**config.mk**
```make
export PLATFORM = sky130hd
export DESIGN_NAME = input_fifo_flat
export DESIGN_NICKNAME = d
export VERILOG_FILES = /design/src/rtl/input_fifo_if.sv /design/src/rtl/input_fifo.sv /design/src/flat_wrapper.sv
export SDC_FILE = /design/constraint.sdc
export NUM_CORES = 1
export LEC_CHECK = 0
export ABC_AREA = 1
export CAP_MARGIN = 20
export CELL_PAD_IN_SITES_DETAIL_PLACEMENT = 0
export CELL_PAD_IN_SITES_GLOBAL_PLACEMENT = 1
export CORE_MARGIN = 5
export CORE_UTILIZATION = 45
export DETAILED_ROUTE_END_ITERATION = 10
export DONT_BUFFER_PORTS = 1
export GPL_ROUTABILITY_DRIVEN = 1
export PLACE_DENSITY_LB_ADDON = 0.1
export RECOVER_POWER = 25
export SLEW_MARGIN = 20
export SYNTH_ARGS = -nofsm -noshare
export SYNTH_HDL_FRONTEND = slang
export SYNTH_SLANG_ARGS = --single-unit
```
**constraint.sdc**
```tcl
create_clock -name clk -period 2.8 [get_ports clk]
set_input_delay 0.14 -clock clk [delete_from_list [all_inputs] [get_ports clk]]
set_output_delay 0.14 -clock clk [all_outputs]
set_load 0.01 [all_outputs]
```
**src/rtl/input_fifo_if.sv**
```systemverilog
// Handshake bundle between a channel source/arbiter slot and one input_fifo instance.
interface input_fifo_if #(
    parameter int unsigned WIDTH = 4,
    parameter int unsigned DEPTH = 8
);
    localparam int unsigned CW = $clog2(DEPTH) + 1;

    logic             wr_en;
    logic [WIDTH-1:0] din;
    logic [1:0]       sel;
    logic             rd_en;
    logic             err_clr;
    logic [WIDTH-1:0] dout;
    logic             dout_valid;
    logic             full;
    logic             empty;
    logic             almost_full;
    logic [CW-1:0]    count;
    logic             overflow;
    logic             underflow;

    modport master (
        output wr_en, din, sel, rd_en, err_clr,
        input  dout, dout_valid, full, empty, almost_full, count, overflow, underflow
    );

    modport slave (
        input  wr_en, din, sel, rd_en, err_clr,
        output dout, dout_valid, full, empty, almost_full, count, overflow, underflow
    );
endinterface

```
**src/rtl/input_fifo.sv**
```systemverilog
// Per-port router input buffer with registered read data and overflow/underflow reporting.
// Define INPUT_FIFO_STICKY_ERR_EN for sticky error flags cleared by err_clr.
module input_fifo #(
    parameter int unsigned WIDTH    = 4,
    parameter int unsigned DEPTH    = 8,
    parameter int unsigned AF_LEVEL = 6,
    parameter int unsigned PORT_ID  = 0
) (
    input logic         clk,
    input logic         rst_n,
    input_fifo_if.slave bus
);
    localparam int unsigned AW = $clog2(DEPTH);
    localparam int unsigned CW = AW + 1;

    logic [WIDTH-1:0] mem_q [DEPTH];
    logic [AW-1:0]    wr_ptr_q, rd_ptr_q;
    logic [CW-1:0]    count_q;
    logic [WIDTH-1:0] dout_q;
    logic             dout_valid_q;
    logic             overflow_q, underflow_q;

    logic rd_req, full, empty, almost_full;
    logic wr_acc, rd_acc, ovf_evt, udf_evt, ovf_d, udf_d;

    always_comb begin
        full        = (count_q == CW'(DEPTH));
        empty       = (count_q == '0);
        almost_full = (count_q >= CW'(AF_LEVEL));
        rd_req      = bus.rd_en && (bus.sel == 2'(PORT_ID));
        rd_acc      = rd_req && !empty;
        // A pop frees the slot on the same edge, so a push into a full buffer is still taken.
        wr_acc      = bus.wr_en && (!full || rd_req);
        ovf_evt     = bus.wr_en && full && !rd_req;
        udf_evt     = rd_req && empty;
`ifdef INPUT_FIFO_STICKY_ERR_EN
        ovf_d       = ovf_evt || (overflow_q && !bus.err_clr);
        udf_d       = udf_evt || (underflow_q && !bus.err_clr);
`else
        ovf_d       = ovf_evt;
        udf_d       = udf_evt;
`endif
    end

`ifndef INPUT_FIFO_STICKY_ERR_EN
    logic unused_err_clr;
    assign unused_err_clr = bus.err_clr;
`endif

    // Storage is deliberately not reset; pointers and count define validity.
    always_ff @(posedge clk) begin
        if (wr_acc) begin
            mem_q[wr_ptr_q] <= bus.din;
        end
    end

    always_ff @(posedge clk or negedge rst_n) begin
        if (!rst_n) begin
            wr_ptr_q     <= '0;
            rd_ptr_q     <= '0;
            count_q      <= '0;
            dout_q       <= '0;
            dout_valid_q <= 1'b0;
            overflow_q   <= 1'b0;
            underflow_q  <= 1'b0;
        end else begin
            if (wr_acc) begin
                wr_ptr_q <= wr_ptr_q + 1'b1;
            end
            if (rd_acc) begin
                rd_ptr_q <= rd_ptr_q + 1'b1;
                dout_q   <= mem_q[rd_ptr_q];
            end
            dout_valid_q <= rd_acc;
            case ({wr_acc, rd_acc})
                2'b10:   count_q <= count_q + 1'b1;
                2'b01:   count_q <= count_q - 1'b1;
                default: count_q <= count_q;
            endcase
            overflow_q  <= ovf_d;
            underflow_q <= udf_d;
        end
    end

    assign bus.dout        = dout_q;
    assign bus.dout_valid  = dout_valid_q;
    assign bus.full        = full;
    assign bus.empty       = empty;
    assign bus.almost_full = almost_full;
    assign bus.count       = count_q;
    assign bus.overflow    = overflow_q;
    assign bus.underflow   = underflow_q;
endmodule

```
**src/flat_wrapper.sv**
```systemverilog
// flat-port wrapper written by rule: the top's interface ports become plain ports
module input_fifo_flat 
#(
    parameter int unsigned WIDTH    = 4,
    parameter int unsigned DEPTH    = 8,
    parameter int unsigned AF_LEVEL = 6,
    parameter int unsigned PORT_ID  = 0
)
  (clk, rst_n, bus_wr_en, bus_din, bus_sel, bus_rd_en, bus_err_clr, bus_dout, bus_dout_valid, bus_full, bus_empty, bus_almost_full, bus_count, bus_overflow, bus_underflow);
  input_fifo_if #(.WIDTH(WIDTH), .DEPTH(DEPTH)) bus_i ();
  input logic clk;
  input logic rst_n;
  input wire logic [$bits(bus_i.wr_en)-1:0] bus_wr_en;
  input wire logic [$bits(bus_i.din)-1:0] bus_din;
  input wire logic [$bits(bus_i.sel)-1:0] bus_sel;
  input wire logic [$bits(bus_i.rd_en)-1:0] bus_rd_en;
  input wire logic [$bits(bus_i.err_clr)-1:0] bus_err_clr;
  output wire logic [$bits(bus_i.dout)-1:0] bus_dout;
  output wire logic [$bits(bus_i.dout_valid)-1:0] bus_dout_valid;
  output wire logic [$bits(bus_i.full)-1:0] bus_full;
  output wire logic [$bits(bus_i.empty)-1:0] bus_empty;
  output wire logic [$bits(bus_i.almost_full)-1:0] bus_almost_full;
  output wire logic [$bits(bus_i.count)-1:0] bus_count;
  output wire logic [$bits(bus_i.overflow)-1:0] bus_overflow;
  output wire logic [$bits(bus_i.underflow)-1:0] bus_underflow;
  assign bus_i.wr_en = bus_wr_en;
  assign bus_i.din = bus_din;
  assign bus_i.sel = bus_sel;
  assign bus_i.rd_en = bus_rd_en;
  assign bus_i.err_clr = bus_err_clr;
  assign bus_dout = bus_i.dout;
  assign bus_dout_valid = bus_i.dout_valid;
  assign bus_full = bus_i.full;
  assign bus_empty = bus_i.empty;
  assign bus_almost_full = bus_i.almost_full;
  assign bus_count = bus_i.count;
  assign bus_overflow = bus_i.overflow;
  assign bus_underflow = bus_i.underflow;
  input_fifo #(.WIDTH(WIDTH), .DEPTH(DEPTH), .AF_LEVEL(AF_LEVEL), .PORT_ID(PORT_ID)) u_core (.clk(clk), .rst_n(rst_n), .bus(bus_i));
endmodule
```
==> out/results.tsv, run 1 <==
stage	metric	value	unit
status	status	complete, no violations	
synthesis	yosysWarningCount	0	
clock_network	tritoncts	yes	
layout	fin_nets	229	
flow_run	max_cap_violations	0	
grt	first_global_vias	1378	
synthesis	synth_largest_area_cell	sky130_fd_sc_hd__edfxtp_1	
layout	antenna_cells	0	
critical_path	crit-reg2reg-launch	u_core.bus.count[0]	
synthesis	netlist_area	2198	um^2
synthesis	synth_cell_type_count	22	
power_and_ir_drop	power.density_cell_area	945.4	nW/um^2
floorplanning	die_area	6383	um^2
timing	setup-violations-final	0	
clock_network	cts_htree_levels	2	
route	post-route-drc-count	0	
min_path	hold_path_end	u_core.wr_ptr_q[2]	
placed_design	dp.final_hpwl	2.999	mm
floorplanning	design.portCount	25	
critical_path	critical_path_required	2.97	ns
route	drt-pass1-iter-count	4	
power_and_ir_drop	report.power.total	2.249	mW
critical_path	r2r_cells	13	
critical_path	rrSetupSlack	0.52	ns
min_path	worstHoldPathType	in2reg	
clock_network	clk_path_buf_depth	2	
clock_network	cts_inserted_buffers	5	
grt	grt_start_max_net_pins	19	
critical_path	crit_path_end_kind	flip-flop	
critical_path	crit-reg2reg-capture	u_core.bus.count[2]	
route	initialDrtViolationCount	116	
layout	multiInputGateArea	705.7	um^2
floorplanning	die_width	79.90	um
critical_path	worstPathMaxFanout	5	
layout	layout.area.seq	1386	um^2
synthesis	synthesized_nets	221	
route	route.antenna.remaining_nets	0	
floorplanning	placeableCoreArea	4723	um^2
synthesis	synth_flop_cell	sky130_fd_sc_hd__edfxtp_1	
synthesis	synth_edf_count	32	
synthesis	synthArstFlopShare	34.69	%
synthesis	synth.top_cells.by_count	45 x sky130_fd_sc_hd__nor2_1, 32 x sky130_fd_sc_hd__edfxtp_1, 28 x sky130_fd_sc_hd__nand2_1	
grt	grt_usage	14.50	%
clock_network	post_cts_resize_count	0	
timing	setup_tns	0	ns
critical_path	crit_arrival	2.45	ns
floorplanning	dieHeight	79.90	um
critical_path	cp_top_family	simple AND/OR/NAND/NOR gates	
layout	layout-area-overhead-vs-synth	8.196	%
grt	number_of_antenna_violations_at_the_first_check_in_global_routing	0	
critical_path	path_cells	inv_1 -> nand2_2 -> nor3_4 -> nand2_4 -> nand2_4 -> ha_1 -> nand2_1 -> inv_1 -> nor2_1 -> ha_1 -> a21oi_1 -> xor2_1 -> o21ai_0	
route	avgViaCountPerCell	5.025	
synthesis	post_synth_inst_count	205	
timing	final.period_utilization	81.31	%
floorplanning	initial_utilization	46.54	%
clock_network	cts-hold-fix-buffers	5	
synthesis	yosysMostFrequentCell	sky130_fd_sc_hd__nor2_1	
timing	timing.final.crit_period	2.277	ns
synthesis	ys_seq_elements	49	
route	route.vias.total	1412	
timing	grt_setup_unrepaired	false	
clock_network	cts_setup_buffers	0	
critical_path	start_kind	flip-flop	
route	wl	4.190	mm
clock_network	clock-sinks	49	
synthesis	synth_largest_type_area_fraction	43.71	%
route	drt_wl_cell	14.91	um
floorplanning	rows	25	
critical_path	crit_path_top_delay_cell	sky130_fd_sc_hd__dfrtp_1	
min_path	worst_hold_startpoint	bus_wr_en	
grt	grt_pass1_wl	6.962	mm
timing	report.final.slew_viol_count	0	
synthesis	top_cells_by_area_in_the_synthesized_netlist	sky130_fd_sc_hd__edfxtp_1 44%, sky130_fd_sc_hd__dfrtp_1 19%, sky130_fd_sc_hd__nor2_1 7.7%	
min_path	worstHoldPathCells	2	
critical_path	crit_path_max_incr_delay	0.48	ns
timing	achievable-frequency	439.2	MHz
power_and_ir_drop	vdd_drop_max	0.0003614	V
grt	grt-ovfl-total	0	
clock_network	insertion_delay_to_the_later_sink_of_the_worst_skew_pair	0.30	ns
critical_path	timing.critical_path.buf_inv	2	
placed_design	place_congestion	0.8645	
layout	drive_above_1_share	10.75	%
clock_network	clk_root_buffer_cell	sky130_fd_sc_hd__clkbuf_8	
synthesis	synth-seq-area-share	63.06	%
critical_path	path_class	reg2reg	
placed_design	port-buffer-count	0	
clock_network	clkTransAtPathRegs	0.08	ns
synthesis	syn-mean-instance-area	10.72	um^2
timing	tightestPinTransition	0.7821	ns
power_and_ir_drop	cellLeakagePower	0.9747	nW
layout	fillers	442	
timing	hold_violations	0	
timing	finalClockSkew	0.005720	ns
layout	fin_util	50.36	%
timing	timing.slew.headroom	47.69	%
through the flow:
stage               setup WS (ns)  instances  area, um^2  hold slack, ns
finish                     0.5232        281        2379         0.01060
global route               0.3329        281        2379        0.008480
CTS                        0.5224        281        2379        0.002168
detailed placement         0.5390        268        2247         -0.1551
global placement           0.5503        268        2247         -0.1551
floorplan                  0.7713        205        2198         -0.1556
worst max-delay path by stage:
stage                                    from             endpoint  cells past startpoint
after global routing      u_core.bus.count[0]  u_core.bus.count[2]                     13
after floorplan           u_core.bus.count[0]  u_core.bus.count[2]                     13
after detailed placement  u_core.bus.count[0]  u_core.bus.count[2]                     13
final                     u_core.bus.count[0]  u_core.bus.count[2]                     13
after CTS                 u_core.bus.count[0]  u_core.bus.count[2]                     13
after global placement    u_core.bus.count[0]  u_core.bus.count[2]                     13
state kept, by name, summed over array words and instances, names as in the netlist:
register / cells
u_core.mem_q: 32
u_core.bus.count: 4
u_core.bus.dout: 4
u_core.rd_ptr_q: 3
u_core.wr_ptr_q: 3
u_core.bus.dout_valid: 1
u_core.bus.overflow: 1
u_core.bus.underflow: 1
where the power goes:
group | leakage (nW) | internal (mW) | switching, mW
combinational | 0.428 | 0.256 | 0.454
clock | 0.0430 | 0.168 | 0.220
sequential | 0.503 | 0.937 | 0.213
layout make-up:
type | count | area share [%]
Sequential cell | 49 | 58.29
Clock buffer | 5 | 2.893
Multi-Input combinational cell | 133 | 29.67
Timing Repair Buffer | 5 | 2.104
Inverter | 19 | 2.998
Clock inverter | 3 | 0.5260
Tap cell | 67 | 3.524
cells in the final DEF, fill, tap and decap left out, types with 3 or more instances in the layout:
cell	instances
sky130_fd_sc_hd__dlygate4sd3_1	5
sky130_fd_sc_hd__nor2_1	45
sky130_fd_sc_hd__nand3_1	15
sky130_fd_sc_hd__nand2_1	28
sky130_fd_sc_hd__dfrtp_1	17
sky130_fd_sc_hd__clkbuf_8	5
sky130_fd_sc_hd__xnor2_1	3
sky130_fd_sc_hd__inv_1	14
sky130_fd_sc_hd__xor2_1	3
sky130_fd_sc_hd__inv_2	5
sky130_fd_sc_hd__o21ai_0	21
sky130_fd_sc_hd__nand2_4	4
sky130_fd_sc_hd__ha_1	5
sky130_fd_sc_hd__edfxtp_1	32
layer usage:
layer	routed length (um)	share of wire (%)	vias to the layer above	global-route usage, %
li1	-	-	691	-
met4	19	0.45	0	4.561
met5	0	0	-	0
met3	223	5.3	4	3.047
met2	2000	48	42	23.84
met1	1947	46	675	19.11
logic make-up (layout without fill, tap and decap cells):
kind of cell	count (synthesis)	in the layout	share of synthesized area [%]
and+or+nand+nor	97	97	20.32
DFF	49	49	63.06
AOI/OAI and AO/OA	25	25	6.545
buffers and inverters	23	32	4.838
xor gates and xnor gates	6	6	2.391
adders and majority gates	5	5	2.846
Note: power is estimated with default switching activity, not from simulation.
==> inputs of run 2 (changes only) <==
--- a/config.mk
+++ b/config.mk
@@ -5,7 +5,7 @@
 export SDC_FILE = /design/constraint.sdc
 export NUM_CORES = 1
 export LEC_CHECK = 0
-export ABC_AREA = 1
+export ABC_AREA = 0
 export CAP_MARGIN = 20
 export CELL_PAD_IN_SITES_DETAIL_PLACEMENT = 0
 export CELL_PAD_IN_SITES_GLOBAL_PLACEMENT = 1
==> constraint.sdc (replaced) <==
create_clock -name clk -period 2.2 [get_ports clk]
set_input_delay 0.11 -clock clk [delete_from_list [all_inputs] [get_ports clk]]
set_output_delay 0.11 -clock clk [all_outputs]
set_load 0.01 [all_outputs]
==> run 2 against run 1 <==
Effect of this change: first-iteration DRC count shrank 48%; area after synthesis shrank 5.3%; fmax grew 8.9%; core utilization grew 4.7 points; die area shrank 4.7%; setup slack lost 0.41 ns; cell area grew 2.3%; critical path depth shrank 2; register-to-register slack lost 0.41 ns; largest power group unchanged; non-clock buffer count grew 18; power grew 33%.
==> out/results.tsv, run 2 <==
stage	metric	value	unit	change
floorplanning	die_width	78	um	was 79.90 um
critical_path	crit-reg2reg-capture	u_core.bus.count[2]		unchanged
timing	finalClockSkew	0.004648	ns	was 0.005720 ns
clock_network	clk_path_buf_depth	2		unchanged
critical_path	path_cells	buf_4 -> buf_4 -> nor4_4 -> nor2_2 -> ha_4 -> xor2_2 -> ha_2 -> a21oi_2 -> xor2_1 -> nor2_1 -> xor2_1		was inv_1 -> nand2_2 -> nor3_4 -> nand2_4 -> nand2_4 -> ha_1 -> nand2_1 -> inv_1 -> nor2_1 -> ha_1 -> a21oi_1 -> xor2_1 -> o21ai_0
timing	achievable-frequency	478.2	MHz	was 439.2 MHz
placed_design	dp.cells	182		was 268
route	route.antenna.remaining_nets	0		unchanged
clock_network	clkTransAtPathRegs	0.08	ns	about the same
synthesis	synth_largest_area_cell	sky130_fd_sc_hd__edfxtp_1		unchanged
synthesis	syn-mean-instance-area	16.78	um^2	was 10.72 um^2
clock_network	cts_inserted_buffers	5		unchanged
timing	timing.final.crit_period	2.091	ns	was 2.277 ns
clock_network	cts_htree_levels	2		unchanged
synthesis	synthesized_nets	140		was 221
route	wl	3.588	mm	was 4.190 mm
placed_design	port-buffer-count	0		unchanged
min_path	worstHoldPathType	in2reg		unchanged
grt	first_global_vias	1092		was 1378
layout	drive_above_1_share	30.67	%	was 10.75%
critical_path	critPathCapture	u_core.bus.count[2]		unchanged
timing	tightestPinTransition	0.7933	ns	was 0.7821 ns
critical_path	crit_path_start	u_core.bus.count[1]		was u_core.bus.count[0]
floorplanning	rows	24		was 25
synthesis	synth_largest_type_area_fraction	46.18	%	was 43.71%
timing	final.period_utilization	95.05	%	was 81.31%
critical_path	crit-reg2reg-launch	u_core.bus.count[1]		was u_core.bus.count[0]
route	avgViaCountPerCell	5.332		was 5.025
synthesis	synth-seq-area-share	66.63	%	was 63.06%
placed_design	place_congestion	0.7613		was 0.8645
synthesis	synth.top_cells.by_count	32 x sky130_fd_sc_hd__edfxtp_1, 17 x sky130_fd_sc_hd__dfrtp_1, 11 x sky130_fd_sc_hd__nor2_1		was 45 x sky130_fd_sc_hd__nor2_1, 32 x sky130_fd_sc_hd__edfxtp_1, 28 x sky130_fd_sc_hd__nand2_1
critical_path	r2r_cells	11		was 13
layout	final_design_area_no_fill	2432	um^2	was 2379 um^2
critical_path	crit_path_max_incr_delay	0.44	ns	was 0.48 ns
placed_design	placement.cell_area	2223	um^2	was 2247 um^2
critical_path	start_kind	flip-flop		unchanged
floorplanning	placeableCoreArea	4414	um^2	was 4723 um^2
layout	layout.cells.most_common	sky130_fd_sc_hd__edfxtp_1		was sky130_fd_sc_hd__nor2_1
critical_path	crit_path_end_kind	flip-flop		unchanged
clock_network	clk_root_buffer_cell	sky130_fd_sc_hd__clkbuf_8		unchanged
route	initialDrtViolationCount	60		was 116
flow_run	max_cap_violations	0		unchanged
grt	grt_usage	12.46	%	was 14.50%
clock_network	insertion_delay_to_the_later_sink_of_the_worst_skew_pair	0.29	ns	was 0.30 ns
synthesis	netlist_area	2081	um^2	was 2198 um^2
synthesis	top_cells_by_area_in_the_synthesized_netlist	sky130_fd_sc_hd__edfxtp_1 46%, sky130_fd_sc_hd__dfrtp_1 20%, sky130_fd_sc_hd__mux4_2 8.7%		was sky130_fd_sc_hd__edfxtp_1 44%, sky130_fd_sc_hd__dfrtp_1 19%, sky130_fd_sc_hd__nor2_1 7.7%
power_and_ir_drop	cellLeakagePower	0.8988	nW	was 0.9747 nW
synthesis	synth_cell_type_count	35		was 22
grt	grt_start_max_net_pins	18		was 19
floorplanning	design.portCount	25		unchanged
floorplanning	initial_utilization	47.14	%	was 46.54%
power_and_ir_drop	power.density_cell_area	1229	nW/um^2	was 945.4 nW/um^2
synthesis	yosysWarningCount	0		unchanged
grt	grt_pass1_wl	5.658	mm	was 6.962 mm
timing	setup-violations-final	0		unchanged
timing	setup_tns	0	ns	unchanged
critical_path	crit_path_top_delay_cell	sky130_fd_sc_hd__dfrtp_2		was sky130_fd_sc_hd__dfrtp_1
clock_network	tritoncts	yes		unchanged
status	status	complete, no violations		unchanged
power_and_ir_drop	vdd_drop_max	0.0007349	V	was 0.0003614 V
timing	grt_setup_unrepaired	true		was false
synthesis	synth_edf_count	32		unchanged
layout	most-common-layout-cells	32 x sky130_fd_sc_hd__edfxtp_1, 16 x sky130_fd_sc_hd__buf_4, 15 x sky130_fd_sc_hd__dfrtp_1, 11 x sky130_fd_sc_hd__nor2_1, 8 x sky130_fd_sc_hd__mux4_2		was 45 x sky130_fd_sc_hd__nor2_1, 32 x sky130_fd_sc_hd__edfxtp_1, 28 x sky130_fd_sc_hd__nand2_1, 21 x sky130_fd_sc_hd__o21ai_0, 17 x sky130_fd_sc_hd__dfrtp_1
critical_path	worstPathMaxFanout	4		was 5
placed_design	dp_slack	0.05898	ns	was 0.5390 ns
floorplanning	die_area	6084	um^2	was 6383 um^2
route	drt_wl_cell	17.76	um	was 14.91 um
layout	layout-area-overhead-vs-synth	16.90	%	was 8.196%
floorplanning	dieHeight	78	um	was 79.90 um
layout	fin_nets	165		was 229
synthesis	ys_seq_elements	49		unchanged
route	post-route-drc-count	0		unchanged
critical_path	crit_arrival	2.27	ns	was 2.45 ns
placed_design	dp.final_hpwl	2.474	mm	was 2.999 mm
timing	hold_violations	0		unchanged
grt	grt-ovfl-total	0		unchanged
clock_network	clock-sinks	49		unchanged
min_path	worstHoldPathCells	2		unchanged
critical_path	path_class	reg2reg		unchanged
synthesis	post_synth_inst_count	124		was 205
layout	antenna_cells	0		unchanged
grt	number_of_antenna_violations_at_the_first_check_in_global_routing	0		unchanged
timing	report.final.slew_viol_count	0		unchanged
synthesis	synthArstFlopShare	34.69	%	unchanged
timing	timing.slew.headroom	46.94	%	was 47.69%
layout	stdcell_count	202		was 281
layout	largest_register_ff_count	32		unchanged
synthesis	synth_flop_cell	sky130_fd_sc_hd__edfxtp_1		unchanged
critical_path	rrSetupSlack	0.11	ns	was 0.52 ns
route	drt-pass1-iter-count	4		unchanged
layout	registers.top_by_ff_count	u_core.mem_q		unchanged
route	route.vias.total	1077		was 1412
synthesis	yosysMostFrequentCell	sky130_fd_sc_hd__edfxtp_1		was sky130_fd_sc_hd__nor2_1
critical_path	critical_path_required	2.38	ns	was 2.97 ns
timing	final_critical_path_setup_slack	0.1090	ns	was 0.5232 ns
==> run 2: cell count changes after synthesis, sizes merged, moves of 3 or more <==
cell   previous run  this run
a21oi             2         6
inv              19         0
mux2              0         3
mux2i             0         4
mux4              0         8
nand2            34         5
nand3            15         2
nor2             46        12
o21ai            23         1
==> run 2: layout make-up <==
type | instances | area (um^2)
fill | 346 | 1982
sequential | 49 | 1389
multi-input combinational | 70 | 696.9
timing repair buffer | 23 | 191.4
clock buffer | 8 | 90.09
tap | 52 | 65.06
==> run 2: how the worst min path moves through the flow <==
stage | end | from | slack (ns)
after detailed placement | u_core.rd_ptr_q[0] | rst_n | -0.18
after floorplan | u_core.bus.count[0] | rst_n | -0.19
after global routing | u_core.bus.underflow | bus_sel[0] | 0.06
final | u_core.bus.underflow | bus_sel[0] | 0.05
after global placement | u_core.rd_ptr_q[0] | rst_n | -0.19
after CTS | u_core.bus.underflow | bus_sel[0] | 0.05
==> run 2: cells by family after synthesis <==
family / Yosys count / share of synthesized area [%]
AO/OA/AOI/OAI: 9 / 2.465
XOR/XNOR: 9 / 3.788
adder cells (fa/ha/maj): 5 / 3.007
buffers and inverters: 5 / 1.563
flip-flops: 49 / 66.63
multiplexers: 15 / 12.39
AND/OR/NAND/NOR: 32 / 10.16
==> run 2: report_power, final <==
part           switching, mW  internal [mW]
Sequential             0.265           1.22
Clock                  0.267          0.256
Combinational          0.425          0.559
Total                  0.957           2.03
==> run 2: worst max-delay path: cells and delay by family, from the launching register on <==
family,cells,cell delay [ns]
compound gates,1,0.11
flops,1,0.44
fa+ha+maj,2,0.35
xor+xnor,3,0.45
simple gates,3,0.34
buf+inv,2,0.28
==> run 2: stage by stage <==
stage | power, mW | utilization (%) | hold slack (ns)
after floorplan | 2.156 | - | -0.1856
after global placement | 2.376 | 50.37 | -0.1850
after detailed placement | 2.409 | 50.37 | -0.1850
after CTS | 2.954 | 53.77 | 0.04706
after global routing | 3.207 | 55.10 | 0.05534
final | 2.988 | 55.10 | 0.04749
==> run 2: what timing repair did <==
action                                  CTS  global route
endpoints found under the hold margin    52             0
endpoints found under the setup margin    0             1
hold buffers                              6             0
resized for setup                         0             4
buffers inserted                          0             6
==> run 2: metal layers <==
metal	share of wire, %	up-vias	GRT usage (%)
met4	1.8	0	5.068
met1	43	532	15.76
met5	0	-	0
li1	-	515	-
met2	51	23	20.53
met3	4.1	7	3.009
==> inputs of run 3 (changes only) <==
--- a/config.mk
+++ b/config.mk
@@ -14,6 +14,7 @@
 export DETAILED_ROUTE_END_ITERATION = 10
 export DONT_BUFFER_PORTS = 1
 export GPL_ROUTABILITY_DRIVEN = 1
+export HOLD_SLACK_MARGIN = 0.1
 export PLACE_DENSITY_LB_ADDON = 0.1
 export RECOVER_POWER = 25
 export SLEW_MARGIN = 20
==> run 3 against run 2 <==
Effect of this change: sequential share of layout area fell by 0.47 points; die area stayed put; setup slack worse by 0.0052 ns; global-route usage up 0.098 points; clock power about the same; critical path depth shrank 1; register-to-register slack is essentially flat; sequential power barely moved; cell count increased by 0.99%; largest cell class unchanged; core utilization increased by 0.45 points.
==> out/results.tsv, run 3 (same netlist as run 2, synthesis figures left out) <==
stage	metric	value	unit	change
status	status	complete, no violations		unchanged
min_path	worst_hold_startpoint	bus_sel[1]		was bus_sel[0]
route	route.vias.total	1087		was 1077
critical_path	crit_path_start	bus_sel[0]		was u_core.bus.count[1]
floorplanning	initial_utilization	47.14	%	unchanged
route	drt-pass1-iter-count	4		unchanged
grt	grt-ovfl-total	0		unchanged
clock_network	clk_path_buf_depth	2		unchanged
timing	timing.final.crit_period	2.096	ns	was 2.091 ns
timing	tightestPinTransition	0.7959	ns	was 0.7933 ns
critical_path	crit-reg2reg-launch	u_core.bus.count[1]		unchanged
layout	multiInputGateArea	696.9	um^2	unchanged
route	wl	3.611	mm	was 3.588 mm
power_and_ir_drop	power.density_cell_area	1220	nW/um^2	was 1229 nW/um^2
placed_design	place_congestion	0.7613		unchanged
floorplanning	design.portCount	25		unchanged
critical_path	worstPathMaxFanout	4		unchanged
clock_network	clk_root_buffer_cell	sky130_fd_sc_hd__clkbuf_8		unchanged
layout	fillers	344		was 346
placed_design	dp.final_hpwl	2.474	mm	unchanged
power_and_ir_drop	vdd_drop_max	0.0007353	V	was 0.0007349 V
timing	grt_setup_unrepaired	true		unchanged
placed_design	port-buffer-count	0		unchanged
clock_network	tritoncts	yes		unchanged
layout	fin_nets	167		was 165
floorplanning	die_area	6084	um^2	unchanged
layout	most-common-layout-cells	32 x sky130_fd_sc_hd__edfxtp_1, 16 x sky130_fd_sc_hd__buf_4, 15 x sky130_fd_sc_hd__dfrtp_1, 11 x sky130_fd_sc_hd__nor2_1		was 32 x sky130_fd_sc_hd__edfxtp_1, 16 x sky130_fd_sc_hd__buf_4, 15 x sky130_fd_sc_hd__dfrtp_1, 11 x sky130_fd_sc_hd__nor2_1, 8 x sky130_fd_sc_hd__mux4_2
timing	setup-violations-final	0		unchanged
power_and_ir_drop	cellLeakagePower	0.9051	nW	was 0.8988 nW
grt	grt_pass1_wl	5.713	mm	was 5.658 mm
layout	largest_register_ff_count	32		unchanged
critical_path	crit_path_end_kind	flip-flop		unchanged
critical_path	crit_arrival	2.32	ns	was 2.27 ns
layout	antenna_cells	0		unchanged
clock_network	insertion_delay_to_the_later_sink_of_the_worst_skew_pair	0.29	ns	about the same
layout	layout-area-overhead-vs-synth	17.86	%	was 16.90%
critical_path	path_class	in2reg		was reg2reg
critical_path	start_kind	primary input		was flip-flop
route	initialDrtViolationCount	56		was 60
layout	drive_above_1_share	30.26	%	was 30.67%
timing	achievable-frequency	477.1	MHz	was 478.2 MHz
route	route.antenna.remaining_nets	0		unchanged
timing	finalClockSkew	0.003373	ns	was 0.004648 ns
flow_run	max_cap_violations	0		unchanged
clock_network	clkTransAtPathRegs	0.08	ns	about the same
grt	grt_start_max_net_pins	18		unchanged
placed_design	placement.cell_area	2223	um^2	unchanged
grt	number_of_antenna_violations_at_the_first_check_in_global_routing	0		unchanged
layout	layout.cells.most_common	sky130_fd_sc_hd__edfxtp_1		unchanged
grt	first_global_vias	1104		was 1092
layout	final_design_area_no_fill	2452	um^2	was 2432 um^2
layout	layout.area.seq	1389	um^2	unchanged
layout	registers.top_by_ff_count	u_core.mem_q		unchanged
timing	final.period_utilization	95.28	%	was 95.05%
clock_network	cts_htree_levels	2		unchanged
floorplanning	die_width	78	um	unchanged
layout	fin_util	55.56	%	was 55.10%
critical_path	critical_path_required	2.42	ns	was 2.38 ns
clock_network	clock-sinks	49		unchanged
clock_network	cts_inserted_buffers	5		unchanged
min_path	worstHoldPathType	in2reg		unchanged
floorplanning	dieHeight	78	um	unchanged
route	drt_wl_cell	17.70	um	was 17.76 um
grt	grt_usage	12.55	%	was 12.46%
timing	hold_violations	0		unchanged
timing	report.final.slew_viol_count	0		unchanged
route	avgViaCountPerCell	5.328		was 5.332
floorplanning	rows	24		unchanged
timing	timing.slew.headroom	46.76	%	was 46.94%
route	post-route-drc-count	0		unchanged
floorplanning	placeableCoreArea	4414	um^2	unchanged
==> run 3: final timing paths <==
| kind | to | slack (ns) | depth (start not counted) |
|---|---|---|---|
| setup / recovery | u_core.bus.count[2] | 0.10 | 10 |
| hold / removal | u_core.bus.overflow | 0.14 | 2 |
| setup reg to reg | u_core.bus.count[2] | 0.11 | 11 |
| hold reg to reg | u_core.wr_ptr_q[0] | 0.53 | 1 |
| max in group asynchronous | u_core.bus.count[1] | 1.32 | 1 |
| min in group asynchronous | u_core.bus.count[3] | 0.34 | 1 |
==> run 3: cell type report <==
| cell class | count | share of cell area [%] |
|---|---|---|
| Sequential cell | 49 | 56.63 |
| Clock buffer | 8 | 3.673 |
| Tap cell | 52 | 2.653 |
| Timing Repair Buffer | 25 | 8.622 |
| Multi-Input combinational cell | 70 | 28.42 |
==> run 3: timing repair <==
action,4_1_cts,5_1_grt
setup endpoints to repair,0,1
hold buffers,8,0
buffers inserted,0,6
endpoints found under the hold margin,54,0
gates resized for setup,0,4
==> run 3: layer usage <==
metal	track usage (%)	routed length, um	vias to the layer above
met5	0	0	-
met4	5.068	66	0
met3	3.009	143	7
met2	20.70	1861	23
met1	15.91	1539	539
li1	-	-	518
==> run 3: power by group <==
group	internal, mW	switching, mW	leakage, nW	total (mW)
registers	1.22	0.265	0.491	1.48
logic	0.561	0.426	0.369	0.988
clock network	0.256	0.266	0.0455	0.522
==> run 3: stage by stage <==
step           setup TNS, ns  std cells  hold WS, ns  power, mW  setup WS [ns]
6_report                   0        204       0.1436      2.991         0.1038
5_1_grt             -0.03745        204       0.1443      3.209       -0.03745
4_1_cts                    0        198       0.1404      2.956        0.02440
3_5_place_dp               0        182      -0.1850      2.409        0.05898
3_3_place_gp               0        182      -0.1850      2.376         0.1113
2_1_floorplan       -0.02104        124      -0.1856      2.156       -0.02104
==> run 3: worst max-delay path, cell delays in order <==
cell                            delay [ns]
sky130_fd_sc_hd__dlygate4sd3_1        0.53
sky130_fd_sc_hd__or3b_4               0.42
sky130_fd_sc_hd__nor2_2               0.23
sky130_fd_sc_hd__ha_4                 0.18
sky130_fd_sc_hd__xor2_2               0.16
sky130_fd_sc_hd__ha_2                 0.19
sky130_fd_sc_hd__a21oi_2              0.04
sky130_fd_sc_hd__xor2_1               0.16
sky130_fd_sc_hd__nor2_1               0.13
sky130_fd_sc_hd__xor2_1               0.16
